<file path="config.mk">
export PLATFORM = sky130hd
export DESIGN_NAME = csr_write_sequencer_flat
export DESIGN_NICKNAME = d
export VERILOG_FILES = /design/src/rtl/csr_write_sequencer_pkg.sv /design/src/rtl/csr_write_sequencer_if.sv /design/src/rtl/csr_write_sequencer.sv /design/src/flat_wrapper.sv
export SDC_FILE = /design/constraint.sdc
export NUM_CORES = 1
export LEC_CHECK = 0
export ABC_AREA = 1
export BUFFER_PORTS_ARGS = -buffer_cell sky130_fd_sc_hd__buf_2
export CORE_AREA = 2 2 217 219
export CTS_CLUSTER_DIAMETER = 30
export DETAILED_ROUTE_END_ITERATION = 10
export DIE_AREA = 0 0 219 221
export PLACE_DENSITY_LB_ADDON = 0.3
export SETUP_SLACK_MARGIN = 0.3
export SLEW_MARGIN = 40
export SYNTH_ARGS = -nofsm -noshare
export SYNTH_HDL_FRONTEND = slang
export SYNTH_SLANG_ARGS = --single-unit
</file>
<file path="constraint.sdc">
create_clock -name clk -period 31.4 [get_ports clk]
set_clock_uncertainty 0.1 [all_clocks]
set_input_delay 9.42 -clock clk [delete_from_list [all_inputs] [get_ports clk]]
set_output_delay 9.42 -clock clk [all_outputs]
set_load 0.01 [all_outputs]
</file>
<file path="src/rtl/csr_write_sequencer_pkg.sv">
// ============================================================================
//  Module      : CSR_PROPS (package)
//  Description : CSR opcodes, sequencer states, mstatus bit positions and the
//                architectural-address to internal-index map.
//  Revision    : 1.0 - initial release
// ============================================================================
`default_nettype none

package CSR_PROPS;

    typedef enum logic [1:0] {
        CSR_NOP = 2'd0,
        CSR_RW  = 2'd1,
        CSR_RS  = 2'd2,
        CSR_RC  = 2'd3
    } csr_op_e;

    typedef enum logic [2:0] {
        ST_INIT     = 3'd0,
        ST_IDLE     = 3'd1,
        ST_INST     = 3'd2,
        ST_T_EPC    = 3'd3,
        ST_T_CAUSE  = 3'd4,
        ST_T_TVAL   = 3'd5,
        ST_T_STATUS = 3'd6
    } seq_state_e;

    typedef enum logic [11:0] {
        CSR_SSTATUS  = 12'h100,
        CSR_SSCRATCH = 12'h140,
        CSR_SEPC     = 12'h141,
        CSR_SCAUSE   = 12'h142,
        CSR_STVAL    = 12'h143,
        CSR_MSTATUS  = 12'h300,
        CSR_MSCRATCH = 12'h340,
        CSR_MEPC     = 12'h341,
        CSR_MCAUSE   = 12'h342,
        CSR_MTVAL    = 12'h343
    } csr_addr_e;

    localparam int c_mstatus_sie    = 1;
    localparam int c_mstatus_mie    = 3;
    localparam int c_mstatus_spie   = 5;
    localparam int c_mstatus_mpie   = 7;
    localparam int c_mstatus_spp    = 8;
    localparam int c_mstatus_mpp_lo = 11;
    localparam int c_mstatus_mpp_hi = 12;

    // sstatus is a restricted view of mstatus, so both share one entry.
    function automatic logic [7:0] internal_idx(input csr_addr_e addr);
        logic [7:0] idx;
        case (addr)
            CSR_MSTATUS,
            CSR_SSTATUS:  idx = 8'h00;
            CSR_MSCRATCH: idx = 8'h10;
            CSR_MEPC:     idx = 8'h11;
            CSR_MCAUSE:   idx = 8'h12;
            CSR_MTVAL:    idx = 8'h13;
            CSR_SSCRATCH: idx = 8'h20;
            CSR_SEPC:     idx = 8'h21;
            CSR_SCAUSE:   idx = 8'h22;
            CSR_STVAL:    idx = 8'h23;
            default:      idx = 8'hFF;
        endcase
        return idx;
    endfunction

endpackage

`default_nettype wire

</file>
<file path="src/rtl/csr_write_sequencer_if.sv">
// ============================================================================
//  Module      : csr_write_sequencer_if
//  Description : Init source, register-file port and requester handshakes of
//                the CSR write sequencer.
//  Revision    : 1.0 - initial release
// ============================================================================
`default_nettype none

interface csr_write_sequencer_if #(
    parameter int IDX_W = 8,
    parameter int XLEN  = 64
);
    import CSR_PROPS::*;

    logic [IDX_W-1:0] init_idx;
    logic [XLEN-1:0]  init_data;
    logic             init_done;

    logic [IDX_W-1:0] rd_idx;
    logic [XLEN-1:0]  rd_data;
    logic             wr_en;
    logic [IDX_W-1:0] wr_idx;
    logic [XLEN-1:0]  wr_data;

    logic             inst_valid;
    logic             inst_ready;
    logic [IDX_W-1:0] inst_idx;
    csr_op_e          inst_op;
    logic [XLEN-1:0]  inst_wdata;
    logic             inst_rsp_valid;
    logic [XLEN-1:0]  inst_rsp_rdata;

    logic             trap_valid;
    logic             trap_ready;
    logic             trap_to_s;
    logic [1:0]       trap_priv;
    logic [XLEN-1:0]  trap_cause;
    logic [XLEN-1:0]  trap_epc;
    logic [XLEN-1:0]  trap_tval;
    logic             trap_done;

    modport slave (
        input  init_data, rd_data,
        input  inst_valid, inst_idx, inst_op, inst_wdata,
        input  trap_valid, trap_to_s, trap_priv, trap_cause, trap_epc, trap_tval,
        output init_idx, init_done, rd_idx, wr_en, wr_idx, wr_data,
        output inst_ready, inst_rsp_valid, inst_rsp_rdata,
        output trap_ready, trap_done
    );

    modport master (
        output init_data, rd_data,
        output inst_valid, inst_idx, inst_op, inst_wdata,
        output trap_valid, trap_to_s, trap_priv, trap_cause, trap_epc, trap_tval,
        input  init_idx, init_done, rd_idx, wr_en, wr_idx, wr_data,
        input  inst_ready, inst_rsp_valid, inst_rsp_rdata,
        input  trap_ready, trap_done
    );

endinterface

`default_nettype wire

</file>
<file path="src/rtl/csr_write_sequencer.sv">
// ============================================================================
//  Module      : csr_write_sequencer
//  Description : Sole writer of the internal CSR file: reset sweep, then
//                arbitration between CSR instructions and trap-entry commits.
//  Revision    : 1.0 - initial release
// ============================================================================
`default_nettype none

module csr_write_sequencer
    import CSR_PROPS::*;
#(
    parameter int IDX_W = 8,
    parameter int XLEN  = 64
) (
    input  logic                  clk,
    input  logic                  rst,
    csr_write_sequencer_if.slave  bus
);

    localparam logic [IDX_W-1:0] c_mstatus_idx = IDX_W'(internal_idx(CSR_MSTATUS));
    localparam logic [IDX_W-1:0] c_mepc_idx    = IDX_W'(internal_idx(CSR_MEPC));
    localparam logic [IDX_W-1:0] c_mcause_idx  = IDX_W'(internal_idx(CSR_MCAUSE));
    localparam logic [IDX_W-1:0] c_mtval_idx   = IDX_W'(internal_idx(CSR_MTVAL));
    localparam logic [IDX_W-1:0] c_sepc_idx    = IDX_W'(internal_idx(CSR_SEPC));
    localparam logic [IDX_W-1:0] c_scause_idx  = IDX_W'(internal_idx(CSR_SCAUSE));
    localparam logic [IDX_W-1:0] c_stval_idx   = IDX_W'(internal_idx(CSR_STVAL));

    seq_state_e       r_state;
    seq_state_e       w_next_state;
    logic [IDX_W-1:0] r_cnt;
    logic             r_init_done;

    logic [IDX_W-1:0] r_idx;
    csr_op_e          r_op;
    logic [XLEN-1:0]  r_wdata;
    logic             r_to_s;
    logic [1:0]       r_priv;
    logic [XLEN-1:0]  r_cause;
    logic [XLEN-1:0]  r_epc;
    logic [XLEN-1:0]  r_tval;

    logic             w_inst_hs;
    logic             w_trap_hs;
    logic [XLEN-1:0]  w_inst_new;

    function automatic logic [XLEN-1:0] trap_mstatus(
        input logic [XLEN-1:0] old,
        input logic            to_s,
        input logic [1:0]      priv
    );
        logic [XLEN-1:0] v;
        v = old;
        if (to_s) begin
            v[c_mstatus_spie] = old[c_mstatus_sie];
            v[c_mstatus_sie]  = 1'b0;
            v[c_mstatus_spp]  = priv[0];
        end else begin
            v[c_mstatus_mpie] = old[c_mstatus_mie];
            v[c_mstatus_mie]  = 1'b0;
            v[c_mstatus_mpp_hi:c_mstatus_mpp_lo] = priv;
        end
        return v;
    endfunction

    always_ff @(posedge clk) begin
        if (rst) begin
            r_state     <= ST_INIT;
            r_cnt       <= '0;
            r_init_done <= 1'b0;
        end else begin
            r_state <= w_next_state;
            if (r_state == ST_INIT) begin
                r_cnt <= r_cnt + IDX_W'(1);
                if (r_cnt == '1) begin
                    r_init_done <= 1'b1;
                end
            end
        end
    end

    // Request fields are held only for the duration of one operation.
    always_ff @(posedge clk) begin
        if (w_trap_hs) begin
            r_to_s  <= bus.trap_to_s;
            r_priv  <= bus.trap_priv;
            r_cause <= bus.trap_cause;
            r_epc   <= bus.trap_epc;
            r_tval  <= bus.trap_tval;
        end else if (w_inst_hs) begin
            r_idx   <= bus.inst_idx;
            r_op    <= bus.inst_op;
            r_wdata <= bus.inst_wdata;
        end
    end

    always_comb begin
        case (r_op)
            CSR_RS:  w_inst_new = bus.rd_data | r_wdata;
            CSR_RC:  w_inst_new = bus.rd_data & ~r_wdata;
            default: w_inst_new = r_wdata;
        endcase
    end

    assign bus.init_idx  = r_cnt;
    assign bus.init_done = r_init_done;

    // rst overrides every state so an aborted operation never writes or responds.
    always_comb begin
        w_next_state       = r_state;
        w_inst_hs          = 1'b0;
        w_trap_hs          = 1'b0;
        bus.rd_idx         = '0;
        bus.wr_en          = 1'b0;
        bus.wr_idx         = '0;
        bus.wr_data        = '0;
        bus.inst_ready     = 1'b0;
        bus.inst_rsp_valid = 1'b0;
        bus.inst_rsp_rdata = '0;
        bus.trap_ready     = 1'b0;
        bus.trap_done      = 1'b0;
        if (!rst) begin
            case (r_state)
                ST_INIT: begin
                    bus.wr_en   = 1'b1;
                    bus.wr_idx  = r_cnt;
                    bus.wr_data = bus.init_data;
                    if (r_cnt == '1) begin
                        w_next_state = ST_IDLE;
                    end
                end
                ST_IDLE: begin
                    bus.trap_ready = 1'b1;
                    bus.inst_ready = !bus.trap_valid;
                    if (bus.trap_valid) begin
                        w_trap_hs    = 1'b1;
                        w_next_state = ST_T_EPC;
                    end else if (bus.inst_valid) begin
                        w_inst_hs    = 1'b1;
                        w_next_state = ST_INST;
                    end
                end
                ST_INST: begin
                    bus.rd_idx         = r_idx;
                    bus.wr_idx         = r_idx;
                    bus.wr_data        = w_inst_new;
                    bus.wr_en          = !((r_op == CSR_RS || r_op == CSR_RC) && r_wdata == '0);
                    bus.inst_rsp_valid = 1'b1;
                    bus.inst_rsp_rdata = bus.rd_data;
                    w_next_state       = ST_IDLE;
                end
                ST_T_EPC: begin
                    bus.wr_en    = 1'b1;
                    bus.wr_idx   = r_to_s ? c_sepc_idx : c_mepc_idx;
                    bus.wr_data  = r_epc & ~XLEN'(3);
                    w_next_state = ST_T_CAUSE;
                end
                ST_T_CAUSE: begin
                    bus.wr_en    = 1'b1;
                    bus.wr_idx   = r_to_s ? c_scause_idx : c_mcause_idx;
                    bus.wr_data  = r_cause;
                    w_next_state = ST_T_TVAL;
                end
                ST_T_TVAL: begin
                    bus.wr_en    = 1'b1;
                    bus.wr_idx   = r_to_s ? c_stval_idx : c_mtval_idx;
                    bus.wr_data  = r_tval;
                    w_next_state = ST_T_STATUS;
                end
                ST_T_STATUS: begin
                    bus.rd_idx    = c_mstatus_idx;
                    bus.wr_en     = 1'b1;
                    bus.wr_idx    = c_mstatus_idx;
                    bus.wr_data   = trap_mstatus(bus.rd_data, r_to_s, r_priv);
                    bus.trap_done = 1'b1;
                    w_next_state  = ST_IDLE;
                end
                default: begin
                    w_next_state = ST_INIT;
                end
            endcase
        end
    end

endmodule

`default_nettype wire

</file>
<file path="src/flat_wrapper.sv">
// flat-port wrapper written by rule: the top's interface ports become plain ports
module csr_write_sequencer_flat import CSR_PROPS::*;
#(
    parameter int IDX_W = 8,
    parameter int XLEN  = 64
)
  (clk, rst, bus_init_data, bus_rd_data, bus_inst_valid, bus_inst_idx, bus_inst_op, bus_inst_wdata, bus_trap_valid, bus_trap_to_s, bus_trap_priv, bus_trap_cause, bus_trap_epc, bus_trap_tval, bus_init_idx, bus_init_done, bus_rd_idx, bus_wr_en, bus_wr_idx, bus_wr_data, bus_inst_ready, bus_inst_rsp_valid, bus_inst_rsp_rdata, bus_trap_ready, bus_trap_done);
  csr_write_sequencer_if #(.IDX_W(IDX_W), .XLEN(XLEN)) bus_i ();
  input  logic clk;
  input  logic rst;
  input wire logic [$bits(bus_i.init_data)-1:0] bus_init_data;
  input wire logic [$bits(bus_i.rd_data)-1:0] bus_rd_data;
  input wire logic [$bits(bus_i.inst_valid)-1:0] bus_inst_valid;
  input wire logic [$bits(bus_i.inst_idx)-1:0] bus_inst_idx;
  input wire logic [$bits(bus_i.inst_op)-1:0] bus_inst_op;
  input wire logic [$bits(bus_i.inst_wdata)-1:0] bus_inst_wdata;
  input wire logic [$bits(bus_i.trap_valid)-1:0] bus_trap_valid;
  input wire logic [$bits(bus_i.trap_to_s)-1:0] bus_trap_to_s;
  input wire logic [$bits(bus_i.trap_priv)-1:0] bus_trap_priv;
  input wire logic [$bits(bus_i.trap_cause)-1:0] bus_trap_cause;
  input wire logic [$bits(bus_i.trap_epc)-1:0] bus_trap_epc;
  input wire logic [$bits(bus_i.trap_tval)-1:0] bus_trap_tval;
  output wire logic [$bits(bus_i.init_idx)-1:0] bus_init_idx;
  output wire logic [$bits(bus_i.init_done)-1:0] bus_init_done;
  output wire logic [$bits(bus_i.rd_idx)-1:0] bus_rd_idx;
  output wire logic [$bits(bus_i.wr_en)-1:0] bus_wr_en;
  output wire logic [$bits(bus_i.wr_idx)-1:0] bus_wr_idx;
  output wire logic [$bits(bus_i.wr_data)-1:0] bus_wr_data;
  output wire logic [$bits(bus_i.inst_ready)-1:0] bus_inst_ready;
  output wire logic [$bits(bus_i.inst_rsp_valid)-1:0] bus_inst_rsp_valid;
  output wire logic [$bits(bus_i.inst_rsp_rdata)-1:0] bus_inst_rsp_rdata;
  output wire logic [$bits(bus_i.trap_ready)-1:0] bus_trap_ready;
  output wire logic [$bits(bus_i.trap_done)-1:0] bus_trap_done;
  assign bus_i.init_data = bus_init_data;
  assign bus_i.rd_data = bus_rd_data;
  assign bus_i.inst_valid = bus_inst_valid;
  assign bus_i.inst_idx = bus_inst_idx;
  assign bus_i.inst_op = bus_inst_op;
  assign bus_i.inst_wdata = bus_inst_wdata;
  assign bus_i.trap_valid = bus_trap_valid;
  assign bus_i.trap_to_s = bus_trap_to_s;
  assign bus_i.trap_priv = bus_trap_priv;
  assign bus_i.trap_cause = bus_trap_cause;
  assign bus_i.trap_epc = bus_trap_epc;
  assign bus_i.trap_tval = bus_trap_tval;
  assign bus_init_idx = bus_i.init_idx;
  assign bus_init_done = bus_i.init_done;
  assign bus_rd_idx = bus_i.rd_idx;
  assign bus_wr_en = bus_i.wr_en;
  assign bus_wr_idx = bus_i.wr_idx;
  assign bus_wr_data = bus_i.wr_data;
  assign bus_inst_ready = bus_i.inst_ready;
  assign bus_inst_rsp_valid = bus_i.inst_rsp_valid;
  assign bus_inst_rsp_rdata = bus_i.inst_rsp_rdata;
  assign bus_trap_ready = bus_i.trap_ready;
  assign bus_trap_done = bus_i.trap_done;
  csr_write_sequencer #(.IDX_W(IDX_W), .XLEN(XLEN)) u_core (.clk(clk), .rst(rst), .bus(bus_i));
endmodule
</file>
Word-level counts from Yosys, hierarchy flattened
Cells that the tools add are included.

word-level totals
  register bits after elaboration = 281
  input port bits = 401
  output and inout bits = 158
  word-level logic and storage cells = 77

operators by class
  $add $sub $neg = 1
  eq/ne operators = 11
  multiplexer cells = 39
  bitwise gates (word level) = 4
  reductions and logical operators = 11

operator list
  kind                                                             count
  64-bit case mux with 6 select lines                              1
  64-bit two-way mux                                               3
  64-bit case mux with 2 select lines                              1
  64-bit AND                                                       1
  64-bit logical NOT                                               1
  64-bit inverter                                                  1
  64-bit bitwise OR                                                1
  8-bit case mux with 5 select lines                               1
  8-bit two-way mux                                                3
  1-bit two-way mux                                                21
  6-bit two-way mux                                                3
  3-bit case mux with 6 select lines                               1
  3-bit == test, second input constant                             3
  3-bit two-way mux                                                3
  8-bit by 1-bit adder with 8-bit output, second input constant    1
  8-bit == test, second input constant                             1
  3-bit by 2-bit == test with 1-bit output, second input constant  2
  2-bit AND reduction                                              3
  5-bit OR reduction                                               1
  2-bit == test, second input constant                             2
  3-bit by 1-bit == test with 1-bit output, second input constant  1
  3-bit logical NOT                                                1
  3-bit inequality test, second input constant                     1
  1-bit logical NOT                                                2
  other kinds (7)                                                  7

Depth between registers and ports, before layout
  word-level depth = 6
  gate-level depth with buffers = 9
  mapped depth without buffers = 9

Worst setup path before layout
OpenSTA, ideal clock, no wires.

  path type = input -> register
  start = input rst
  end = register u_core.r_cause[0], enable pin
  setup time = 0.982 ns
  data arrival time = 22.856 ns
  data required time = 30.318 ns
  slack = 7.461 ns
  stages = 3
  path buffers = 2
  cell sequence = clkbuf_1 -> clkbuf_1 -> nor3_1

on the way
  longest elaborated chain between the ends = 1

ends and longest elaborated chain
  what                  line                        text
  from (decl)           flat_wrapper.sv:10          input logic rst;
  1-bit two-way mux     csr_write_sequencer.sv:121  if (!rst) begin
  via u_core.w_trap_hs  csr_write_sequencer.sv:43   logic w_trap_hs;
  to (signal assigned)  csr_write_sequencer.sv:86   r_cause <= bus.trap_cause;
  to (decl)             csr_write_sequencer.sv:38   logic [XLEN-1:0] r_cause;

The timed path passes the listed nets, and every way through them passes these cells.
A chain may end at the register's enable or synchronous reset.

Worst setup path after layout
  start = input rst
  end = output bus_inst_rsp_rdata[14]

on the way
  longest elaborated chain between the ends = 1

ends and longest elaborated chain
  what                line                        text
  64-bit two-way mux  csr_write_sequencer.sv:121
  to (decl)           flat_wrapper.sv:31          output wire logic [$bits(bus_i.inst_rsp_rdata)-1:0] bus_inst_rsp_rdata;

Every way passes these cells.

==> results.json <==
{
  "min_period_ns": 20.84,
  "synthesis.nets": 1777,
  "place.port_buffers": 556,
  "ys_warn_count": 0,
  "rsz0062_at_grt": "false",
  "synthFlopType": "edfxtp_1",
  "min_path_type": "reg2reg",
  "area_growth_pct": 44.90,
  "post_cts_buffers": 0,
  "dp.cells": 2487,
  "start_util_pct": 28.98,
  "dp_hpwl_um": 36050,
  "ys_top_cells_by_area": "edfxtp_1, nand2_1, nor2_1",
  "tns_ns": 0,
  "routed_via_density": 4.752,
  "synth_edf_count": 267,
  "maxSlewHeadroom_pct": 42.64,
  "fin_cells": 2636,
  "r2r-end": "u_core.r_cause[31]$_DFFE_PP_",
  "drt-initial-drc-count": 785,
  "synthArstFlopShare_pct": 0,
  "ant_nets": 0,
  "track_usage_pct": 20.85,
  "regArea_um2": 8258,
  "max_slew.worst_pin.slew_ns": 0.8604,
  "synth_area_per_cell_um2": 9.709,
  "fillers": 4596,
  "synth_common_cells": "nand2_1, edfxtp_1, nor2_1",
  "final_hold_viol_count": 0,
  "yosysTopAreaCell": "edfxtp_1",
  "die_w_um": 219,
  "grt_max_degree": 69,
  "dr.pass1.iters": 5,
  "cts_buffers": 75,
  "p_sw_share_pct": 20.40,
  "grt_pass1_vias": 12730,
  "cts.sinks": 279,
  "final_nets": 2359,
  "worstSetupEndpointType": "primary output",
  "p_int_mw": 0.9839,
  "wirelength_um": 51740,
  "path_clk_slew_ns": 0.04,
  "sequentialPowerShare_pct": 33.2,
  "powerDensity_nw_per_um2": 63.90,
  "endpoint": "bus_inst_rsp_rdata[14]",
  "reg2reg_depth": 7,
  "clkLatencyLatePin_ns": 0.58,
  "cts_tree": "built",
  "route.vias.total": 12530,
  "drc_errors": 0,
  "synth_cells": 1375,
  "overflow": 0,
  "power.net_switching_mw": 0.2522,
  "ff2ff_setup_slack_ns": 28.67,
  "status": "completed",
  "final_util_pct": 42.00,
  "antenna_found_initial": 21,
  "core_um2": 46060,
  "p_clk_share_pct": 62.5,
  "htree_levels": 3,
  "ctsResizeCount": 0,
  "die_h_um": 221,
  "synth_top_area_share_pct": 60.06,
  "slew_viol_final": 0,
  "synth.distinct_cells": 28,
  "routabilityCongestion": 0.8595,
  "grt_pass1_wl_um": 74730,
  "multi_input_area_um2": 4212,
  "wire_per_inst_um": 19.63,
  "cts_root_buf": "clkbuf_16",
  "power.total_mw": 1.236,
  "timing.rr.start": "u_core.r_state[1]$_SDFFE_PP0P_",
  "drv_cap": 0,
  "clk_path_buf_depth": 3,
  "finalSetupViolCount": 0,
  "ir_worst_vdd_v": 0.00004649,
  "combPwrFrac_pct": 4.3,
  "critPathLaunchType": "input port",
  "dieArea_um2": 48400,
  "ios": 559,
  "fp-row-count": 79,
  "synth.most_common_cell": "nand2_1",
  "p_leak_nw": 8.705,
  "yosysSeqAreaShare_pct": 61.86,
  "drive_above_1_share_pct": 36.64,
  "fin_hold_ws_ns": 0.3610,
  "finalCritPeriodShare_pct": 66.37,
  "fmax_mhz": 47.98,
  "arrival_ns": 11.32,
  "critPathMaxFanout": 36,
  "synth_seq_cells": 279,
  "syn_area_um2": 13350,
  "crit_path_start": "rst",
  "ctsHoldBuffers": 0,
  "required_ns": 21.88,
  "worstSetupPathType": "in2out"
}
==> flip-flops by register name (all words and copies together), names as in the netlist <==
name / cells
u_core.r_op: 2
u_core.r_epc: 62
u_core.r_idx: 8
u_core.r_cause: 64
u_core.r_tval: 64
u_core.r_priv: 2
u_core.bus.init_done: 1
u_core.r_to_s: 1
u_core.bus.init_idx: 8
u_core.r_state: 3
u_core.r_wdata: 64
==> worst max-delay path, stage by stage <==
cell and delay [ns]:
buf_4 0.40, nor2_2 0.12, inv_2 0.46, buf_4 0.57
nor2_1 0.10, buf_2 0.17
==> final cells by class <==
| class | count | share of cell area [%] |
|---|---|---|
| sequential | 279 | 42.69 |
| tap | 607 | 3.926 |
| inverter | 148 | 2.904 |
| antenna | 12 | 0.1552 |
| clock buffer | 92 | 10.41 |
| multi-input combinational | 878 | 21.77 |
| clock inverter | 45 | 2.852 |
| timing repair buffer | 575 | 15.30 |
==> layout by cell type, fill, tap and decap left out, drive strengths merged, types with 17 or more instances in the layout <==
master    n
edfxtp  267
a21oi    17
o21ai    72
nand3    97
clkbuf   92
buf     575
nor2    247
clkinv   30
o211ai  117
nand2   314
inv     150
==> how the worst min path moves through the flow <==
stage                                         from                                   to  slack, ns  cells after the start
2_1_floorplan  u_core.bus.init_idx[0]$_SDFFE_PP0N_  u_core.bus.init_idx[0]$_SDFFE_PP0N_       0.40                      1
3_3_place_gp     u_core.bus.init_done$_SDFFE_PP0P_    u_core.bus.init_done$_SDFFE_PP0P_       0.35                      2
3_5_place_dp     u_core.bus.init_done$_SDFFE_PP0P_    u_core.bus.init_done$_SDFFE_PP0P_       0.35                      2
4_1_cts          u_core.bus.init_done$_SDFFE_PP0P_    u_core.bus.init_done$_SDFFE_PP0P_       0.36                      2
5_1_grt          u_core.bus.init_done$_SDFFE_PP0P_    u_core.bus.init_done$_SDFFE_PP0P_       0.42                      2
6_report         u_core.bus.init_done$_SDFFE_PP0P_    u_core.bus.init_done$_SDFFE_PP0P_       0.36                      2
==> through the flow <==
stage	setup slack (ns)	area, um2
after floorplan	7.461	13350
after global placement	10.49	16710
after detailed placement	10.51	16740
after CTS	10.51	19310
after global routing	10.48	19340
final	10.56	19340
==> layer usage <==
| metal | vias up | wire (um) | GRT usage, % |
|---|---|---|---|
| li1 | 5888 | - | - |
| met1 | 5903 | 20130 | 24.08 |
| met2 | 603 | 25330 | 35.14 |
| met3 | 115 | 4545 | 6.323 |
| met4 | 16 | 1647 | 9.917 |
| met5 | - | 87 | 0 |
==> kinds of logic after synthesis <==
family | Yosys count | synth area share, %
adders and majority gates | 1 | 0.09371
buffers and inverters | 218 | 6.814
and+or+nand+nor | 667 | 20.07
AOI/OAI and AO/OA | 210 | 11.17
DFF | 279 | 61.86
==> power groups by stage <==
stage / clock (mW) / sequential (mW) / combinational [mW]
2_1_floorplan: 0 / 0.416 / 0.0173
3_3_place_gp: 0 / 0.416 / 0.0526
3_5_place_dp: 0 / 0.416 / 0.0534
4_1_cts: 0.786 / 0.410 / 0.0536
5_1_grt: 0.807 / 0.410 / 0.0587
6_report: 0.773 / 0.410 / 0.0534
Power figures use the tool's default switching activity.
